<file path="config.mk">
export PLATFORM = sky130hd
export DESIGN_NAME = router_ctrl_flat
export DESIGN_NICKNAME = d
export VERILOG_FILES = /design/src/rtl/router_ctrl_if.sv /design/src/rtl/router_ctrl.sv /design/src/flat_wrapper.sv
export SDC_FILE = /design/constraint.sdc
export NUM_CORES = 1
export LEC_CHECK = 0
export CAP_MARGIN = 15
export CORE_ASPECT_RATIO = 1.1
export CORE_UTILIZATION = 33
export DETAILED_ROUTE_END_ITERATION = 8
export GPL_ROUTABILITY_DRIVEN = 0
export HOLD_SLACK_MARGIN = 0.1
export PLACE_DENSITY = 0.56
export SLEW_MARGIN = 20
export SYNTH_ARGS = -nofsm -noshare
export SYNTH_HDL_FRONTEND = slang
export SYNTH_SLANG_ARGS = --single-unit
</file>
<file path="constraint.sdc">
create_clock -name clk -period 4.2 [get_ports clk]
set_input_delay 0.63 -clock clk [delete_from_list [all_inputs] [get_ports clk]]
set_output_delay 0.63 -clock clk [all_outputs]
set_load 0.05 [all_outputs]
</file>
<file path="src/rtl/router_ctrl_if.sv">
// Signal bundle between the router controller and the source / FIFO / register-block side.
// The slave modport is the controller's view; the master modport is the surrounding logic's view.
interface router_ctrl_if;
  logic       pkt_valid;
  logic [1:0] data_in;
  logic [2:0] fifo_full;
  logic [2:0] fifo_empty;
  logic [2:0] read_enb;
  logic       parity_done;
  logic       low_pkt_valid;
  logic [2:0] write_enb;
  logic [2:0] soft_reset;
  logic [2:0] vld_out;
  logic       detect_add;
  logic       lfd_state;
  logic       ld_state;
  logic       laf_state;
  logic       full_state;
  logic       rst_int_reg;
  logic       busy;

  modport master (
    output pkt_valid, data_in, fifo_full, fifo_empty, read_enb, parity_done, low_pkt_valid,
    input  write_enb, soft_reset, vld_out, detect_add, lfd_state, ld_state, laf_state,
           full_state, rst_int_reg, busy
  );

  modport slave (
    input  pkt_valid, data_in, fifo_full, fifo_empty, read_enb, parity_done, low_pkt_valid,
    output write_enb, soft_reset, vld_out, detect_add, lfd_state, ld_state, laf_state,
           full_state, rst_int_reg, busy
  );
endinterface

</file>
<file path="src/rtl/router_ctrl.sv">
// Router packet-flow controller: steers one packet at a time into one of three FIFOs
// and flushes any FIFO whose data sits unread for 30 consecutive cycles.
module router_ctrl (
  input logic          clk,
  input logic          resetn,
  router_ctrl_if.slave bus
);

  typedef enum logic [2:0] {
    DECODE_ADDRESS,
    WAIT_TILL_EMPTY,
    LOAD_FIRST_DATA,
    LOAD_DATA,
    FIFO_FULL_STATE,
    LOAD_AFTER_FULL,
    LOAD_PARITY,
    CHECK_PARITY_ERROR
  } state_e;

  localparam logic [4:0] TIMEOUT_LAST = 5'd29;

  state_e     state_q, state_d;
  logic [1:0] sel_q, sel_d;
  logic [4:0] cnt_q [0:2];
  logic [4:0] cnt_d [0:2];
  logic [2:0] soft_reset_q, soft_reset_d;
  logic [2:0] sel_oh;
  logic [2:0] din_oh;
  logic [2:0] vld;

  // One-hot forms avoid indexing the 3-bit flags with a 2-bit value that could read 3.
  assign sel_oh = 3'b001 << sel_q;
  assign din_oh = 3'b001 << bus.data_in;
  assign vld    = ~bus.fifo_empty;

  always_ff @(posedge clk or negedge resetn) begin
    if (!resetn) begin
      state_q      <= DECODE_ADDRESS;
      sel_q        <= 2'd0;
      soft_reset_q <= 3'b000;
      for (int i = 0; i < 3; i++) cnt_q[i] <= 5'd0;
    end else begin
      state_q      <= state_d;
      sel_q        <= sel_d;
      soft_reset_q <= soft_reset_d;
      for (int i = 0; i < 3; i++) cnt_q[i] <= cnt_d[i];
    end
  end

  always_comb begin
    soft_reset_d = 3'b000;
    for (int i = 0; i < 3; i++) begin
      cnt_d[i] = 5'd0;
      if (vld[i] && !bus.read_enb[i]) begin
        if (cnt_q[i] == TIMEOUT_LAST) soft_reset_d[i] = 1'b1;
        else                          cnt_d[i] = cnt_q[i] + 5'd1;
      end
    end
  end

  always_comb begin
    state_d = state_q;
    sel_d   = sel_q;
    if (|(soft_reset_q & sel_oh)) begin
      state_d = DECODE_ADDRESS;
    end else begin
      unique case (state_q)
        DECODE_ADDRESS: begin
          if (bus.pkt_valid && bus.data_in != 2'd3) begin
            sel_d   = bus.data_in;
            state_d = (|(bus.fifo_empty & din_oh)) ? LOAD_FIRST_DATA : WAIT_TILL_EMPTY;
          end
        end
        WAIT_TILL_EMPTY:
          if (|(bus.fifo_empty & sel_oh)) state_d = LOAD_FIRST_DATA;
        LOAD_FIRST_DATA:
          state_d = LOAD_DATA;
        LOAD_DATA: begin
          if (|(bus.fifo_full & sel_oh)) state_d = FIFO_FULL_STATE;
          else if (!bus.pkt_valid)       state_d = LOAD_PARITY;
        end
        FIFO_FULL_STATE:
          if (!(|(bus.fifo_full & sel_oh))) state_d = LOAD_AFTER_FULL;
        LOAD_AFTER_FULL: begin
          if (bus.parity_done)        state_d = DECODE_ADDRESS;
          else if (bus.low_pkt_valid) state_d = LOAD_PARITY;
          else                        state_d = LOAD_DATA;
        end
        LOAD_PARITY:
          state_d = CHECK_PARITY_ERROR;
        CHECK_PARITY_ERROR:
          state_d = (|(bus.fifo_full & sel_oh)) ? FIFO_FULL_STATE : DECODE_ADDRESS;
        default:
          state_d = DECODE_ADDRESS;
      endcase
    end
  end

  always_comb begin
    bus.detect_add  = (state_q == DECODE_ADDRESS);
    bus.lfd_state   = (state_q == LOAD_FIRST_DATA);
    bus.ld_state    = (state_q == LOAD_DATA);
    bus.laf_state   = (state_q == LOAD_AFTER_FULL);
    bus.full_state  = (state_q == FIFO_FULL_STATE);
    bus.rst_int_reg = (state_q == CHECK_PARITY_ERROR);
    bus.busy        = !((state_q == DECODE_ADDRESS) || (state_q == LOAD_DATA));
    bus.write_enb   = 3'b000;
    if (state_q == LOAD_FIRST_DATA || state_q == LOAD_DATA ||
        state_q == LOAD_AFTER_FULL || state_q == LOAD_PARITY)
      bus.write_enb = sel_oh;
  end

  assign bus.vld_out    = vld;
  assign bus.soft_reset = soft_reset_q;

endmodule

</file>
<file path="src/flat_wrapper.sv">
// flat-port wrapper written by rule: the top's interface ports become plain ports
module router_ctrl_flat 
  (clk, resetn, bus_pkt_valid, bus_data_in, bus_fifo_full, bus_fifo_empty, bus_read_enb, bus_parity_done, bus_low_pkt_valid, bus_write_enb, bus_soft_reset, bus_vld_out, bus_detect_add, bus_lfd_state, bus_ld_state, bus_laf_state, bus_full_state, bus_rst_int_reg, bus_busy);
  router_ctrl_if bus_i ();
  input logic clk;
  input logic resetn;
  input wire logic [$bits(bus_i.pkt_valid)-1:0] bus_pkt_valid;
  input wire logic [$bits(bus_i.data_in)-1:0] bus_data_in;
  input wire logic [$bits(bus_i.fifo_full)-1:0] bus_fifo_full;
  input wire logic [$bits(bus_i.fifo_empty)-1:0] bus_fifo_empty;
  input wire logic [$bits(bus_i.read_enb)-1:0] bus_read_enb;
  input wire logic [$bits(bus_i.parity_done)-1:0] bus_parity_done;
  input wire logic [$bits(bus_i.low_pkt_valid)-1:0] bus_low_pkt_valid;
  output wire logic [$bits(bus_i.write_enb)-1:0] bus_write_enb;
  output wire logic [$bits(bus_i.soft_reset)-1:0] bus_soft_reset;
  output wire logic [$bits(bus_i.vld_out)-1:0] bus_vld_out;
  output wire logic [$bits(bus_i.detect_add)-1:0] bus_detect_add;
  output wire logic [$bits(bus_i.lfd_state)-1:0] bus_lfd_state;
  output wire logic [$bits(bus_i.ld_state)-1:0] bus_ld_state;
  output wire logic [$bits(bus_i.laf_state)-1:0] bus_laf_state;
  output wire logic [$bits(bus_i.full_state)-1:0] bus_full_state;
  output wire logic [$bits(bus_i.rst_int_reg)-1:0] bus_rst_int_reg;
  output wire logic [$bits(bus_i.busy)-1:0] bus_busy;
  assign bus_i.pkt_valid = bus_pkt_valid;
  assign bus_i.data_in = bus_data_in;
  assign bus_i.fifo_full = bus_fifo_full;
  assign bus_i.fifo_empty = bus_fifo_empty;
  assign bus_i.read_enb = bus_read_enb;
  assign bus_i.parity_done = bus_parity_done;
  assign bus_i.low_pkt_valid = bus_low_pkt_valid;
  assign bus_write_enb = bus_i.write_enb;
  assign bus_soft_reset = bus_i.soft_reset;
  assign bus_vld_out = bus_i.vld_out;
  assign bus_detect_add = bus_i.detect_add;
  assign bus_lfd_state = bus_i.lfd_state;
  assign bus_ld_state = bus_i.ld_state;
  assign bus_laf_state = bus_i.laf_state;
  assign bus_full_state = bus_i.full_state;
  assign bus_rst_int_reg = bus_i.rst_int_reg;
  assign bus_busy = bus_i.busy;
  router_ctrl u_core (.clk(clk), .resetn(resetn), .bus(bus_i));
endmodule
</file>
* Word-level counts from Yosys, hierarchy flattened *
Cells that the tools add are included.
W data, S select, Z words.

operators by class
  add/sub/neg operators = 3
  eq/ne operators = 15
  divide/modulo/power cells = 0
  $mul = 0
  order comparisons = 0
  reduce and logical (&&, ||, !) cells = 19
  shift operators = 2
  bitwise operators = 6
  mux-type cells = 24

operator list
  cell                   count
  $mux W3                10
  $mux W5                6
  $pmux W3 S8            1
  $add A5 B1 Y5 const B  3
  $eq A5 B5 Y1 const B   3
  $and A3 B3 Y3          4
  $eq A3 B3 Y1 const B   4
  $reduce_or A3 Y1       4
  $eq A3 B2 Y1 const B   2
  $mux W1                6
  $ne A3 B1 Y1 const B   2
  $shl A1 B2 Y3 const A  2
  $logic_and A1 B1 Y1    4
  $logic_not A1 Y1       4
  $logic_or A1 B1 Y1     4
  $ne A4 B2 Y1 const B   1
  $reduce_and A4 Y1      1
  $eq A3 B1 Y1 const B   1
  $logic_not A3 Y1       1
  $ne A3 B2 Y1 const B   1
  $not A3 Y3             1
  $reduce_and A3 Y1      1
  $mux W2                1
  $ne A2 B2 Y1 const B   1
  $not A1 Y1             1

storage, ports and cells
  bits in latches = 0
  memory bits (writable) = 0
  memories kept = 0
  input bits = 16
  output and inout bits = 16
  bits in read-only memories = 0
  logic and storage cells = 75
  flip-flop bits (word level) = 23

* Depth between registers and ports, before layout *
  depth in word-level cells = 7
  gate-level depth with buffers = 5
  depth with buffers taken out = 5

* Worst setup path after synthesis *
OpenSTA, ideal clock, no wires.

  kind = reg-to-output
  from = register u_core.state_q[1]
  to = output port bus_write_enb[1]
  arrival time = 2723 ps
  cell stages (with the launch flop) = 6
  buffers on the path = 1
  required time = 3570 ps
  slack = 847 ps
  path through = dfrtp_1 > buf_2 > nand2b_1 > nor2_1 > nor2_1 > nor3b_1

between the ends
  elaborated cells on any way between the ends = 8
  classes of those cells = eq/ne (4); mux (1); reduce/logical (3)

RTL lines
  what                      line                source
  start: declaration        router_ctrl.sv:22   state_e state_q, state_d;
  start signal: assignment  router_ctrl.sv:43   state_q <= state_d;
  $eq A3 B3 Y1              n/a
  named net bus_laf_state   flat_wrapper.sv:20  output wire logic [$bits(bus_i.laf_state)-1:0] bus_laf_state;
  $logic_or A1 B1 Y1        router_ctrl.sv:108  if (state_q == LOAD_FIRST_DATA || state_q == LOAD_DATA ||
  $logic_or A1 B1 Y1        router_ctrl.sv:109  state_q == LOAD_AFTER_FULL || state_q == LOAD_PARITY)
  $mux W3                   router_ctrl.sv:108
  end: declaration          flat_wrapper.sv:14  output wire logic [$bits(bus_i.write_enb)-1:0] bus_write_enb;

The timed path passes the listed nets, and every way through them passes these cells.

* Worst setup path in the final report *
  from = register u_core.state_q[2]
  to = output port bus_write_enb[1]

between the ends
  cells in the longest elaborated chain, start to end = 5
  elaborated cells on any way between the ends = 8
  classes of those cells = eq/ne (4); mux (1); reduce/logical (3)

RTL lines
  what                             line
  $eq A3 B2 Y1                     router_ctrl.sv:108
  $logic_or A1 B1 Y1 (2 in a row)  router_ctrl.sv:108
  $logic_or A1 B1 Y1 *             router_ctrl.sv:109
  $mux W3 *                        router_ctrl.sv:108

Mark *: on every way between the ends. The rest lies on a longest branch, timed or not.

==> impl_results.md <==
* Count of state elements after synthesis at 23
* Crit path time final at 2.871 ns
* Yosys warning total at 0
* Max-cap check violation count at 0
* Routed via count divided by cell count at 4.799
* Post-Synthesis Cell Area at 0.001255 mm²
* Number of H-tree branching levels at 1
* Most frequent cells in the layout: clkdlybuf4s50_1, nor2_1, dfrtp_1, inv_1, nor3_1
* Post-route total power at 904.7 µW
* Most common library cell in the layout ignoring fill and taps: clkdlybuf4s50_1
* Post-Synth Simple-Gate Area at 0.2233
* Layout Area Growth over Synthesis at 30.91%
* Synth Area per Inst at 9.436 µm²
* Synth Instances at 133
* Final Routed Wirelength at 2654 µm
* Quantity of I/O buffers inserted on ports at 31
* Critical path capture point type: primary output
* Worst setup SP type: flip-flop
* Area of the die at 0.004054 mm²
* Antenna violations before repair at 0
* TritonCTS clock tree: done
* Worst Tran Pin Value at 0.5188 ns
* Post-CTS resize count at 0
* Sequential share of the synthesized area at 0.4586
* Number of placed I/O pins at 32
* Clk_lat worst skew at 0.26 ns
* Setup repair bufs after CTS at 0
* Critical Path Most Common Cell: nor2_1
* Share of synthesized area spent on multiplexers at 0.03589
* Routed via count at 1,027
* Overall routing resource usage at 0.1500
* Setup repair after global routing missed its margin: false
* Final #Nets at 187
* Dominant combinational cell family by area after synthesis: simple AND/OR/NAND/NOR gates
* Power density over the cells at 550.7 mW/mm²
* Core Footprint at 0.003626 mm²
* Initial cell density of the core at 0.3461
* Global-route wire length before repair at 4478 µm
* Post-route setup TNS at 0 ns
* Required time of the critical path at 3.57 ns
* Fraction of the mapped netlist area in compound gates at 0.1057
* Clock buffer depth at 2
* Detailed-router iteration count before antenna repair at 4
* Antenna diode instance count at 0
* Clock Skew at 0.004131 ns
* Post-synthesis share of cell area spent on full adders, half adders and majority gates at 0.05982
* CTS buffer count at 3
* Finished Layout Cells at 214
* Peak ir drop on the vdd network at 0.2136 mV
* Gr ovfl total at 0
* Die boundary width at 60.80 µm
* Worst path max stage delay at 0.84 ns
* Unique masters post-synth at 32
* Share of flip-flops with an asynchronous set or reset after synthesis at 1.000
* Reg-to-reg setup timing slack at 2.62 ns
* Cell breakdown of the critical path: nand2b_1 > nor2_1 > nor2_1 > nor3b_1 > clkdlybuf4s50_1
* Detailed Route Iter0 Violations at 50
* Nets in the synthesized netlist at 155
* Final count of hold timing violations at 0
* Number of remaining DRC errors at 0
* Leakage at 0.7162 nW
* Hold buffer count at CTS at 0
* Post-route ant nets at 0
* Status: finished, final reports clean
* Maximum fanout along the worst path at 11
* Crit path kind: reg -> out
* Commonest register cell after synthesis: dfrtp_1
* Relative max-transition margin at 0.6541
* Final count of pins violating max slew at 0
* Ratio of cells with drive above 1 in the final layout at 0.04878
* Standard-cell rows at 23
* Worst hold path type: in -> async
* Post-detailed-placement half-perimeter wirelength at 2089 µm
* CP Data Arrival Time at 2.24 ns
* Worst-path clk slew at 0.08 ns
* Number of global-route vias before repair at 1,009
* CTS root buf: clkbuf_8
* Top achievable clock speed at 348.3 MHz
* Number of clock sinks at 23
* Final period util at 0.6835
* Die H at 66.68 µm
* Cell with the largest stage delay on the worst path: clkdlybuf4s50_1
* Number of enable flip-flop cells after synthesis at 0
* Placed instance count at 210
* Largest net degree at the start of global routing at 24
* Share of the synthesized netlist area taken by xor and xnor gates at 0.06281
* Post-DR wirelength/cell at 12.40 µm
* Final setup violation count at 0
synth_stat cells (3+ instances only):
| cell type | n | area share |
|---|---|---|
| nor3_1 | 9 | 0.036 |
| nor2_1 | 24 | 0.072 |
| o21ai_0 | 4 | 0.016 |
| dfrtp_1 | 23 | 0.46 |
| nand4_1 | 3 | 0.015 |
| ha_1 | 6 | 0.060 |
| a21oi_1 | 4 | 0.016 |
| xnor2_1 | 3 | 0.021 |
| buf_2 | 3 | 0.012 |
| mux2i_1 | 3 | 0.024 |
| nand3_1 | 7 | 0.028 |
| xor2_1 | 6 | 0.042 |
| inv_1 | 11 | 0.033 |
| o2bb2ai_1 | 3 | 0.021 |
| nand2_1 | 7 | 0.021 |
final timing paths:
check | from | to | cells past startpoint
worst min register to register | u_core.cnt_q[10] | u_core.cnt_q[10] | 1
min in group clk | u_core.cnt_q[10] | u_core.cnt_q[10] | 1
worst max register to register | u_core.sel_q[0] | u_core.sel_q[1] | 4
worst min-delay path | resetn | u_core.cnt_q[0] | 1
worst max-delay path | u_core.state_q[2] | bus_write_enb[1] | 5
max in group asynchronous | resetn | u_core.sel_q[1] | 1
sequential cells by signal (all words and copies together), names as in the netlist:
register,count
u_core.state_q,3
u_core.cnt_q,15
u_core.sel_q,2
u_core.bus.soft_reset,3
cells by family after synthesis:
group                    after synthesis
AND/OR/NAND/NOR                       58
flip-flops                            23
AO/OA/AOI/OAI                         18
buffers and inverters                 15
XOR/XNOR                               9
adder cells (fa/ha/maj)                6
multiplexers                           4
report_power, final:
part	internal, mW	switching, mW
combinational	0.177	0.280
sequential	0.249	0.0661
clock	0.0661	0.0672
total	0.492	0.413
per-layer routing:
metal,part of all wire,global-route usage,wire [µm],vias up
met1,0.45,0.1825,1187,484
li1,-,-,-,515
met4,0.013,0.07386,35,0
met2,0.48,0.2445,1266,24
met5,0,0,0,-
met3,0.062,0.03495,165,4
worst max-delay path, delay by kind of cell (launching register included):
kind / cells / cell delay (ns)
flip-flops: 1 / 0.58
AND/OR/NAND/NOR: 4 / 0.57
buffers and inverters: 1 / 0.84
per-stage QoR:
stage | hold WS [ns] | worst slack [ns] | instance area, µm² | util
after floorplan | 0.3344 | 0.8473 | 1255 | -
after global placement | 0.4765 | 1.526 | 1602 | 0.4417
after detailed placement | 0.4887 | 1.538 | 1602 | 0.4417
after CTS | 0.4998 | 1.303 | 1648 | 0.4545
after global routing | 0.3678 | 1.174 | 1643 | 0.4531
final | 0.3331 | 1.329 | 1643 | 0.4531
final cells by class:
class,count,area [µm²]
Tap cell,50,62.56
Clock inverter,1,5.005
Clock buffer,3,41.29
Fill cell,364,1983
Multi-Input combinational cell,95,611.8
Sequential cell,23,575.6
Timing Repair Buffer,31,305.3
Inverter,11,41.29
Power figures use the tool's default switching activity.
